**config.mk**
```make
export PLATFORM = sky130hd
export DESIGN_NAME = serial_subtractor
export DESIGN_NICKNAME = d
export VERILOG_FILES = /design/src/rtl/serial_subtractor_pkg.sv /design/src/rtl/serial_subtractor_fs.sv /design/src/rtl/serial_subtractor.sv
export SDC_FILE = /design/constraint.sdc
export NUM_CORES = 1
export LEC_CHECK = 0
export CAP_MARGIN = 20
export CORE_MARGIN = 5
export CORE_UTILIZATION = 54
export DETAILED_ROUTE_END_ITERATION = 8
export PLACE_DENSITY_LB_ADDON = 0.2
export SLEW_MARGIN = 40
export SYNTH_ARGS = -nofsm -noshare
export SYNTH_HDL_FRONTEND = slang
export SYNTH_SLANG_ARGS = --single-unit
```
**constraint.sdc**
```tcl
create_clock -name clk -period 2.8 [get_ports clk]
set_clock_uncertainty 0.05 [all_clocks]
set_input_delay 0.7 -clock clk [delete_from_list [all_inputs] [get_ports clk]]
set_output_delay 0.7 -clock clk [all_outputs]
set_load 0.05 [all_outputs]
```
**src/rtl/serial_subtractor_pkg.sv**
```systemverilog
// serial_subtractor_pkg: shared FSM state encoding for the serial arithmetic blocks
package serial_subtractor_pkg;
  typedef enum logic [1:0] {ST_IDLE = 2'd0, ST_RUN = 2'd1, ST_DONE = 2'd2} state_t;
endpackage

```
**src/rtl/serial_subtractor_fs.sv**
```systemverilog
// full_subtractor: combinational A-B-Bin cell built from two half subtractors and an OR
module half_subtractor (
  input  logic a,
  input  logic b,
  output logic d,
  output logic bo
);
  assign d  = a ^ b;
  assign bo = ~a & b;
endmodule

module full_subtractor (
  input  logic A,
  input  logic B,
  input  logic Bin,
  output logic D,
  output logic Bout
);
  logic w_d1, w_b1, w_b2;
  half_subtractor u_hs0 (.a(A), .b(B), .d(w_d1), .bo(w_b1));
  half_subtractor u_hs1 (.a(w_d1), .b(Bin), .d(D), .bo(w_b2));
  assign Bout = w_b1 | w_b2;
endmodule

```
**src/rtl/serial_subtractor.sv**
```systemverilog
// serial_subtractor: bit-serial D = A - B - Bin, LSB first, one bit per clock; busy/done handshake
module serial_subtractor
  import serial_subtractor_pkg::*;
#(
  parameter int WIDTH = 8
) (
  input  logic             clk,
  input  logic             rst,
  input  logic             start,
  input  logic [WIDTH-1:0] A,
  input  logic [WIDTH-1:0] B,
  input  logic             Bin,
  output logic             busy,
  output logic             done,
  output logic [WIDTH-1:0] D,
  output logic             Bout
);
  localparam int CW = $clog2(WIDTH);
  state_t           r_state;
  logic [WIDTH-1:0] r_opa, r_opb, r_res;
  logic             r_br;
  logic [CW-1:0]    r_cnt;
  logic             w_d, w_br;
  full_subtractor u_fs (.A(r_opa[0]), .B(r_opb[0]), .Bin(r_br), .D(w_d), .Bout(w_br));
  always_ff @(posedge clk) begin
    if (rst) begin
      r_state <= ST_IDLE;
      r_opa   <= '0;
      r_opb   <= '0;
      r_res   <= '0;
      r_br    <= 1'b0;
      r_cnt   <= '0;
      busy    <= 1'b0;
      done    <= 1'b0;
      D       <= '0;
      Bout    <= 1'b0;
    end else begin
      case (r_state)
        ST_RUN: begin
          r_opa <= r_opa >> 1;
          r_opb <= r_opb >> 1;
          r_res <= {w_d, r_res[WIDTH-1:1]};
          r_br  <= w_br;
          r_cnt <= r_cnt + 1'b1;
          if (r_cnt == CW'(WIDTH - 1)) begin
            r_state <= ST_DONE;
            busy    <= 1'b0;
            done    <= 1'b1;
            D       <= {w_d, r_res[WIDTH-1:1]};
            Bout    <= w_br;
          end
        end
        default: begin
          done <= 1'b0;
          if (start) begin
            r_state <= ST_RUN;
            r_opa   <= A;
            r_opb   <= B;
            r_br    <= Bin;
            r_cnt   <= '0;
            busy    <= 1'b1;
          end else begin
            r_state <= ST_IDLE;
          end
        end
      endcase
    end
  end
endmodule

```
==> flow_summary.yaml, run 1 <==
cells_and_area:
  layout_cell_share_with_drive_strength_beyond_1_pct: 6.341
  antenna-diode-count: 0
  stdcell_area_mm2: 0.001972
  most-common-layout-cells: "sky130_fd_sc_hd__dfxtp_1, sky130_fd_sc_hd__nand2_1, sky130_fd_sc_hd__clkdlybuf4s50_1"
  fill_cells: 261
  flow.area_growth_from_synthesis_pct: 21.14
  final_util_pct: 66.22
  final_layout_net_count: 228
  mostFrequentLayoutCell: "sky130_fd_sc_hd__dfxtp_1"
power_and_ir_drop:
  power_frac_clock_pct: 28.5
  combinational_share_of_power_pct: 12.3
  total_switching_power_uw: 252.7
  ir_worst_vdd_mv: 0.5024
  netSwitchingFraction_pct: 24.55
  power.density_cell_area_mw_per_mm2: 522.1
  intPower_uw: 776.7
  p_leak_uw: 0.0007558
  power.share.sequential_pct: 59.2
  total_power_uw: 1029
synthesis:
  synth.cell_area_mm2: 0.001628
  yosysTopAreaCellShare_pct: 49.19
  synthesis.nets: 202
  synth.top_cells.by_area: "sky130_fd_sc_hd__dfxtp_1, sky130_fd_sc_hd__mux2i_1, sky130_fd_sc_hd__nand2_1"
  synth.ff_latch_count: 40
  post_synth_num_cell_types: 23
  yosysWarnings: 0
  seq_area_frac_synth_pct: 49.19
  post-synth-top-area-cell: "sky130_fd_sc_hd__dfxtp_1"
  synth_cells: 178
  post_synth.cell_area_avg_um2: 9.145
worst_hold_path:
  holdCritPathClass: "register to register"
routing:
  detailedRoute.firstPassIterationCount: 4
  routed_wire_length_per_instance_um: 12.95
  vias: 1277
  drc: 0
  detailedRoute.firstIterationViolations: 70
  drt-total-wl_mm: 3.083
  routed_via_density: 5.366
  final_antenna_net_count: 0
floorplan:
  row_count: 20
  coreArea_mm2: 0.002978
  die_height_um: 64.91
  io_pins: 31
  starting_density_of_the_core_pct: 54.66
  die_w_um: 64.91
  dieArea_mm2: 0.004213
timing:
  layout_min_cycle_time_ps: 2239
  max_clock_freq_mhz: 446.7
  fin_tns_setup_ps: 0
  relSlewSlack_pct: 59.65
  finalHoldViolations: 0
  grt_setup_unrepaired: "no"
  slew_violations: 0
  fin_hold_ws_ps: 408.5
  finalSetupViolations: 0
  part_of_the_cycle_the_worst_path_needs_pct: 79.95
  worst_slew_pin_slew_ps: 605.2
placement:
  detailed_place.area_mm2: 0.001911
  port_buffers: 30
  post-dp-hpwl_mm: 2.163
  routabilityCongestion: 0.7515
critical_path:
  critical_path.max_stage_delay_ps: 810
  arrival_ps: 1490
  crit_type: "register to output port"
  path_buf_inv: 1
  endpoint_kind: "output port"
  crit_path_cell_trace: "clkdlybuf4s50_1"
  path_delay_family: "buffers and inverters"
  critical_path.startpoint_type: "register"
  critical-path-slowest-cell: "sky130_fd_sc_hd__clkdlybuf4s50_1"
  cp_data_required_time_ps: 2050
  cp_max_fo: 2
global_routing:
  grt_first_pass_wirelength_mm: 5.485
  globalRouteOverflowTotal: 0
  grt_max_degree: 41
  grt_antenna_before_repair: 0
  groute.usage.overall_pct: 16.64
  grt_pass1_vias: 1300
clock_tree:
  clock_tree.root_cell: "sky130_fd_sc_hd__clkbuf_4"
  cts_tree: "built"
  ctsResizeCount: 0
  clock_tree.htree_level_count: 2
  cts_inserted_buffers: 5
  clock_insertion_delay_worst_skew_ps: 330
  cts.path.max_buffers: 2
  cts.sinks: 40
  post_cts.repair.setup_buffers: 0
  clkTransAtPathRegs_ps: 110
  cts.hold.buffers_added: 0
outcome:
  run_status: "complete, no violations"
run:
  cap_viol_max_count: 0
## through the flow
stage	worst slack [ps]	instances
after CTS	532.4	238
after detailed placement	774.0	230
after floorplan	1359	178
after global routing	479.9	238
final	561.3	238
after global placement	817.1	230
## sequential cells by signal, indices dropped and copies added, names as in the netlist
name,count
D,8
r_opa,8
r_opb,8
r_res,7
r_cnt,3
r_state,2
Bout,1
busy,1
done,1
r_br,1
## synth_stat cells
| master | instances |
|---|---|
| sky130_fd_sc_hd__a211oi_2 | 2 |
| sky130_fd_sc_hd__fa_1 | 1 |
| sky130_fd_sc_hd__mux2i_1 | 16 |
| sky130_fd_sc_hd__nand2b_1 | 2 |
| sky130_fd_sc_hd__inv_1 | 3 |
| sky130_fd_sc_hd__nand3b_1 | 4 |
| sky130_fd_sc_hd__nor2_1 | 17 |
| sky130_fd_sc_hd__and2b_1 | 1 |
| sky130_fd_sc_hd__o21a_1 | 1 |
| sky130_fd_sc_hd__buf_2 | 5 |
| sky130_fd_sc_hd__nor3_1 | 4 |
| sky130_fd_sc_hd__clkbuf_1 | 2 |
| sky130_fd_sc_hd__buf_1 | 2 |
| sky130_fd_sc_hd__and3b_1 | 1 |
| sky130_fd_sc_hd__nand2_1 | 34 |
| sky130_fd_sc_hd__a211oi_1 | 14 |
| sky130_fd_sc_hd__buf_6 | 1 |
| sky130_fd_sc_hd__buf_4 | 4 |
| sky130_fd_sc_hd__a221oi_1 | 1 |
| sky130_fd_sc_hd__dfxtp_1 | 40 |
| sky130_fd_sc_hd__a21oi_1 | 19 |
| sky130_fd_sc_hd__o21ai_0 | 1 |
| sky130_fd_sc_hd__ha_1 | 3 |
## logic make-up after synthesis
kind of cell | synth area share (%)
simple gates | 16.60
mux | 9.838
fa+ha+maj | 3.536
buf+inv | 5.688
flops | 49.19
compound gates | 15.14
## path summary, 6_finish.rpt
kind,endpoint,cells after the start,slack (ps),from
min reg2reg,D[7],2,410,D[7]
max reg2reg,r_opa[2],4,1110,r_state[1]
min,D[7],2,410,D[7]
max,busy,1,560,busy
## cell type report
class	count	area, um2	share of cell area [%]
Sequential cell	40	800.8	40.61
Multi-Input combinational cell	121	734.5	37.25
Timing Repair Buffer	33	322.8	16.37
Clock buffer	6	51.30	2.602
Tap cell	33	41.29	2.094
Inverter	3	11.26	0.5711
Clock inverter	2	10.01	0.5076
## layer usage
layer	vias up	global-route usage [%]	wire [um]
met5	-	0	0
met4	0	6.332	44
met3	5	4.679	129
met2	28	30.65	1550
met1	586	17.74	1358
li1	658	-	-
## power groups by stage
stage	sequential [uW]	clock, uW	combinational, uW
3_3_place_gp	621	0	121
4_1_cts	610	305	128
2_1_floorplan	622	0	84.7
3_5_place_dp	622	0	127
6_report	610	293	126
5_1_grt	613	333	142
Power figures use the tool's default switching activity.
==> inputs of run 2 (changes only) <==
- CORE_UTILIZATION: 54 -> 45
- clock period: 2.8 -> 2 ns (I/O delays scaled with it)
==> flow_summary.yaml, run 2 (same netlist as run 1, synthesis figures left out) <==
placement:
  port_buffers: 30
  routabilityCongestion: 0.7131
  place_worst_setup_slack_ps: 254.3
  post-dp-hpwl_mm: 2.078
floorplan:
  row_count: 21
  io_pins: 31
  dieArea_mm2: 0.004920
  die_height_um: 70.15
  starting_density_of_the_core_pct: 47.66
  coreArea_mm2: 0.003416
  die_w_um: 70.15
routing:
  met1Wirelength_mm: 1.427
  routed_via_density: 5.148
  routed_wire_length_per_instance_um: 12.18
  met3_length_um: 129
  vias: 1287
  top_signal_layer_used: "met4"
  detailedRoute.firstPassIterationCount: 4
  drt-total-wl_mm: 3.044
  detailedRoute.firstIterationViolations: 64
  final_antenna_net_count: 0
  drc: 0
  wl_met2_mm: 1.432
clock_tree:
  clock_tree.htree_level_count: 2
  post_cts.repair.setup_buffers: 0
  cts.hold.buffers_added: 0
  clock_insertion_delay_worst_skew_ps: 340
  cts.path.max_buffers: 2
  cts_inserted_buffers: 5
  ctsResizeCount: 0
  cts.sinks: 40
  cts_tree: "built"
  clkTransAtPathRegs_ps: 110
  clock_tree.root_cell: "sky130_fd_sc_hd__clkbuf_4"
timing:
  fin_hold_ws_ps: 411.1
  fin_tns_setup_ps: 0
  grt_setup_unrepaired: "no"
  relSlewSlack_pct: 65.88
  worst_slew_pin_slew_ps: 511.8
  max_clock_freq_mhz: 641.8
  finalSetupViolations: 0
  slew_violations: 0
  layout_min_cycle_time_ps: 1558
  finalHoldViolations: 0
  part_of_the_cycle_the_worst_path_needs_pct: 77.90
  post_route_worst_setup_slack_ps: 441.9
cells_and_area:
  flow.area_growth_from_synthesis_pct: 21.83
  layout_cell_share_with_drive_strength_beyond_1_pct: 10.78
  antenna-diode-count: 0
  top_regs: "D (8), r_opa (8), r_opb (8)"
  most-common-layout-cells: "sky130_fd_sc_hd__dfxtp_1, sky130_fd_sc_hd__nand2_1, sky130_fd_sc_hd__a21oi_1, sky130_fd_sc_hd__clkdlybuf4s50_1, sky130_fd_sc_hd__nor2_1"
  fill_cells: 320
  mostFrequentLayoutCell: "sky130_fd_sc_hd__dfxtp_1"
  final_layout_net_count: 228
  final_util_pct: 58.06
critical_path:
  arrival_ps: 1770
  crit_path_cell_trace: "ha_1, ha_1, and3b_1, nor2_1, a211oi_1"
  worst-path-stages: 5
  critical-path-slowest-cell: "sky130_fd_sc_hd__and3b_1"
  cp_data_required_time_ps: 2210
  critical_path.startpoint_type: "register"
  cp_max_fo: 10
  path_common_cell: "sky130_fd_sc_hd__ha_1"
  path_buf_inv: 0
  reg2reg_depth: 5
  critical_path.max_stage_delay_ps: 390
  endpoint_kind: "register"
  critical_r2r_launch: "r_cnt[0]"
  path_delay_family: "simple AND/OR/NAND/NOR gates"
  crit_type: "register to register"
  worstSetupStartpoint: "r_cnt[0]"
global_routing:
  groute.usage.overall_pct: 13.09
  grt_max_degree: 41
  globalRouteOverflowTotal: 0
  grt_first_pass_wirelength_mm: 5.195
  grt_antenna_before_repair: 0
  grt_pass1_vias: 1193
outcome:
  run_status: "complete, no violations"
power_and_ir_drop:
  ir_worst_vdd_mv: 0.4093
  p_leak_uw: 0.0007825
  power.density_cell_area_mw_per_mm2: 708.1
worst_hold_path:
  holdCritPathClass: "register to register"
  min_from: "D[0]"
  min_path_cells: 2
run:
  cap_viol_max_count: 0
==> run 2: cell count changes in the layout (fill, tap and decap cells not counted) <==
cell / before / now
sky130_fd_sc_hd__buf_4: 3 / 11
sky130_fd_sc_hd__clkbuf_8: 1 / 0
sky130_fd_sc_hd__clkdlybuf4s50_1: 30 / 19
sky130_fd_sc_hd__buf_12: 0 / 3
sky130_fd_sc_hd__clkinv_2: 2 / 1
sky130_fd_sc_hd__clkbuf_1: 0 / 1
==> run 2: final timing paths <==
check	to	slack [ps]
worst max register to register	Bout	440
worst min-delay path	D[0]	410
worst min register to register	D[0]	410
worst max-delay path	Bout	440
==> run 2: stage by stage <==
stage	instances	area (um2)	power, uW
global route	250	1983	1480
CTS	250	1983	1420
detailed placement	243	1937	1057
finish	250	1983	1404
global placement	243	1937	1052
floorplan	178	1628	989.8
==> run 2: cell type report <==
cell class                      instances  area, um2  share of cell area, %
Sequential cell                        40      800.8                  40.38
Timing Repair Buffer                   33      332.8                  16.78
Tap cell                               46      57.56                  2.902
Clock inverter                          1      5.005                 0.2524
Clock buffer                            6      41.29                  2.082
Inverter                                3      11.26                 0.5678
Multi-Input combinational cell        121      734.5                  37.03
==> run 2: routing by layer <==
layer / track usage, % / up-vias
li1: - / 665
met4: 7.021 / 0
met3: 4.017 / 7
met5: 0 / -
met1: 15.59 / 592
met2: 20.99 / 23
==> run 2: power breakdown <==
group / switching, uW / internal [uW]
Combinational: 90.8 / 94.8
Sequential: 19.6 / 833
Clock: 237 / 130
==> run 2: worst min-delay path, delay by kind of cell, from the launching register on <==
family | cells | cell delay, ps
simple gates | 1 | 50
flops | 1 | 320
compound gates | 1 | 50
==> inputs of run 3 (changes only) <==
- clock period: 2 -> 1.38 ns (I/O delays scaled with it)
==> flow_summary.yaml, run 3 (same netlist as run 1, synthesis figures left out) <==
routing:
  drt-total-wl_mm: 3.475
  detailedRoute.firstPassIterationCount: 4
  routed_via_density: 5.162
  drc: 0
  final_antenna_net_count: 0
  routed_wire_length_per_instance_um: 13.42
  vias: 1337
  detailedRoute.firstIterationViolations: 87
floorplan:
  coreArea_mm2: 0.003416
  row_count: 21
  starting_density_of_the_core_pct: 47.66
  die_height_um: 70.15
  io_pins: 31
  die_w_um: 70.15
  dieArea_mm2: 0.004920
critical_path:
  cp_data_required_time_ps: 990
  critical_path.max_stage_delay_ps: 410
  path_buf_inv: 1
  cp_max_fo: 2
  endpoint_kind: "output port"
  critical_path.startpoint_type: "register"
  crit_path_cell_trace: "buf_12"
  crit_type: "register to output port"
  path_delay_family: "flip-flops"
  arrival_ps: 930
  critical-path-slowest-cell: "sky130_fd_sc_hd__dfxtp_1"
worst_hold_path:
  holdCritPathClass: "register to register"
global_routing:
  globalRouteOverflowTotal: 0
  grt_first_pass_wirelength_mm: 5.789
  grt_pass1_vias: 1339
  groute.usage.overall_pct: 14.83
  grt_antenna_before_repair: 0
  grt_max_degree: 41
placement:
  place_worst_setup_slack_ps: -226.3
  port_buffers: 30
  post-dp-hpwl_mm: 2.333
  routabilityCongestion: 0.7622
timing:
  worst_slew_pin_slew_ps: 259.3
  fin_tns_setup_ps: 0
  slew_violations: 0
  post_route_worst_setup_slack_ps: 57.34
  max_clock_freq_mhz: 756.1
  relSlewSlack_pct: 82.71
  grt_setup_unrepaired: "no"
  finalHoldViolations: 0
  layout_min_cycle_time_ps: 1323
  finalSetupViolations: 0
  part_of_the_cycle_the_worst_path_needs_pct: 95.84
clock_tree:
  clock_tree.root_cell: "sky130_fd_sc_hd__clkbuf_4"
  cts.hold.buffers_added: 0
  clkTransAtPathRegs_ps: 120
  clock_insertion_delay_worst_skew_ps: 370
  cts.path.max_buffers: 2
  cts_tree: "built"
  cts.sinks: 40
  clock_tree.htree_level_count: 2
  cts_inserted_buffers: 5
cells_and_area:
  layout_cell_share_with_drive_strength_beyond_1_pct: 17.37
  most-common-layout-cells: "sky130_fd_sc_hd__dfxtp_1, sky130_fd_sc_hd__nand2_1, sky130_fd_sc_hd__a21oi_1, sky130_fd_sc_hd__clkdlybuf4s50_1, sky130_fd_sc_hd__nor2_1"
  mostFrequentLayoutCell: "sky130_fd_sc_hd__dfxtp_1"
  multi_input_comb_area_um2: 770.7
  antenna-diode-count: 0
  flow.area_growth_from_synthesis_pct: 36.82
  final_util_pct: 65.20
  top_regs: "D (8), r_opa (8), r_opb (8)"
  final_layout_net_count: 236
  fill_cells: 288
  seq_area_um2: 803.3
run:
  cap_viol_max_count: 0
power_and_ir_drop:
  netSwitchingFraction_pct: 26.02
  p_leak_uw: 0.0008583
  total_power_uw: 2169
  power_frac_clock_pct: 29.4
  combinational_share_of_power_pct: 13.5
  ir_worst_vdd_mv: 0.4870
  power.share.sequential_pct: 57.2
  total_switching_power_uw: 564.3
  intPower_uw: 1604
  power.density_cell_area_mw_per_mm2: 973.7
outcome:
  run_status: "complete, no violations"
## run 3: cell count changes in the layout (fill, tap and decap cells not counted), moves of 2 or more
| cell | previous run | this run |
|---|---|---|
| sky130_fd_sc_hd__ha_4 | 0 | 2 |
| sky130_fd_sc_hd__ha_1 | 3 | 1 |
| sky130_fd_sc_hd__dfxtp_2 | 0 | 2 |
| sky130_fd_sc_hd__and3b_2 | 0 | 2 |
| sky130_fd_sc_hd__dfxtp_1 | 40 | 38 |
| sky130_fd_sc_hd__buf_12 | 3 | 14 |
| sky130_fd_sc_hd__buf_4 | 11 | 7 |
## run 3: worst paths after layout
check | cells past startpoint | end | startpoint | slack (ps)
worst max-delay path | 1 | D[3] | D[3] | 60
worst min-delay path | 2 | D[0] | r_res[1] | 420
worst max register to register | 5 | Bout | r_cnt[1] | 90
worst min register to register | 2 | D[0] | r_res[1] | 420
## run 3: metal layers
metal,share of wire [%],vias up,track usage [%]
met5,0,-,0
met2,49,31,25.60
met1,44,623,16.21
met3,4.6,7,4.161
met4,1.7,0,8.298
li1,-,676,-
## run 3: metrics by stage
| step | cells | instance area (um2) | hold WS [ps] |
|---|---|---|---|
| finish | 259 | 2227 | 418.6 |
| global route | 259 | 2227 | 459.1 |
| CTS | 259 | 2211 | 425.7 |
| detailed placement | 249 | 2120 | 409.9 |
| global placement | 249 | 2120 | 395.4 |
| floorplan | 178 | 1628 | 382.2 |
## run 3: power groups by stage
stage                     logic [uW]  registers [uW]  clock network [uW]
after detailed placement         291            1260                   0
after global routing             321            1250                 687
final                            292            1240                 637
after global placement           282            1260                   0
after CTS                        293            1240                 641
after floorplan                  172            1260                   0
## run 3: layout make-up
type	instances	area share, %
sequential	40	36.07
clock buffer	6	2.303
clock inverter	2	0.4494
inverter	3	0.5056
tap	46	2.584
multi-input combinational	122	34.61
timing repair buffer	40	23.48
## run 3: what timing repair did
action / CTS / global route
pin swaps: 2 / 0
cloned: 1 / 0
hold endpoints to repair: 0 / 0
setup buffers: 1 / 0
setup endpoints to repair: 9 / 10
resized for setup: 3 / 6
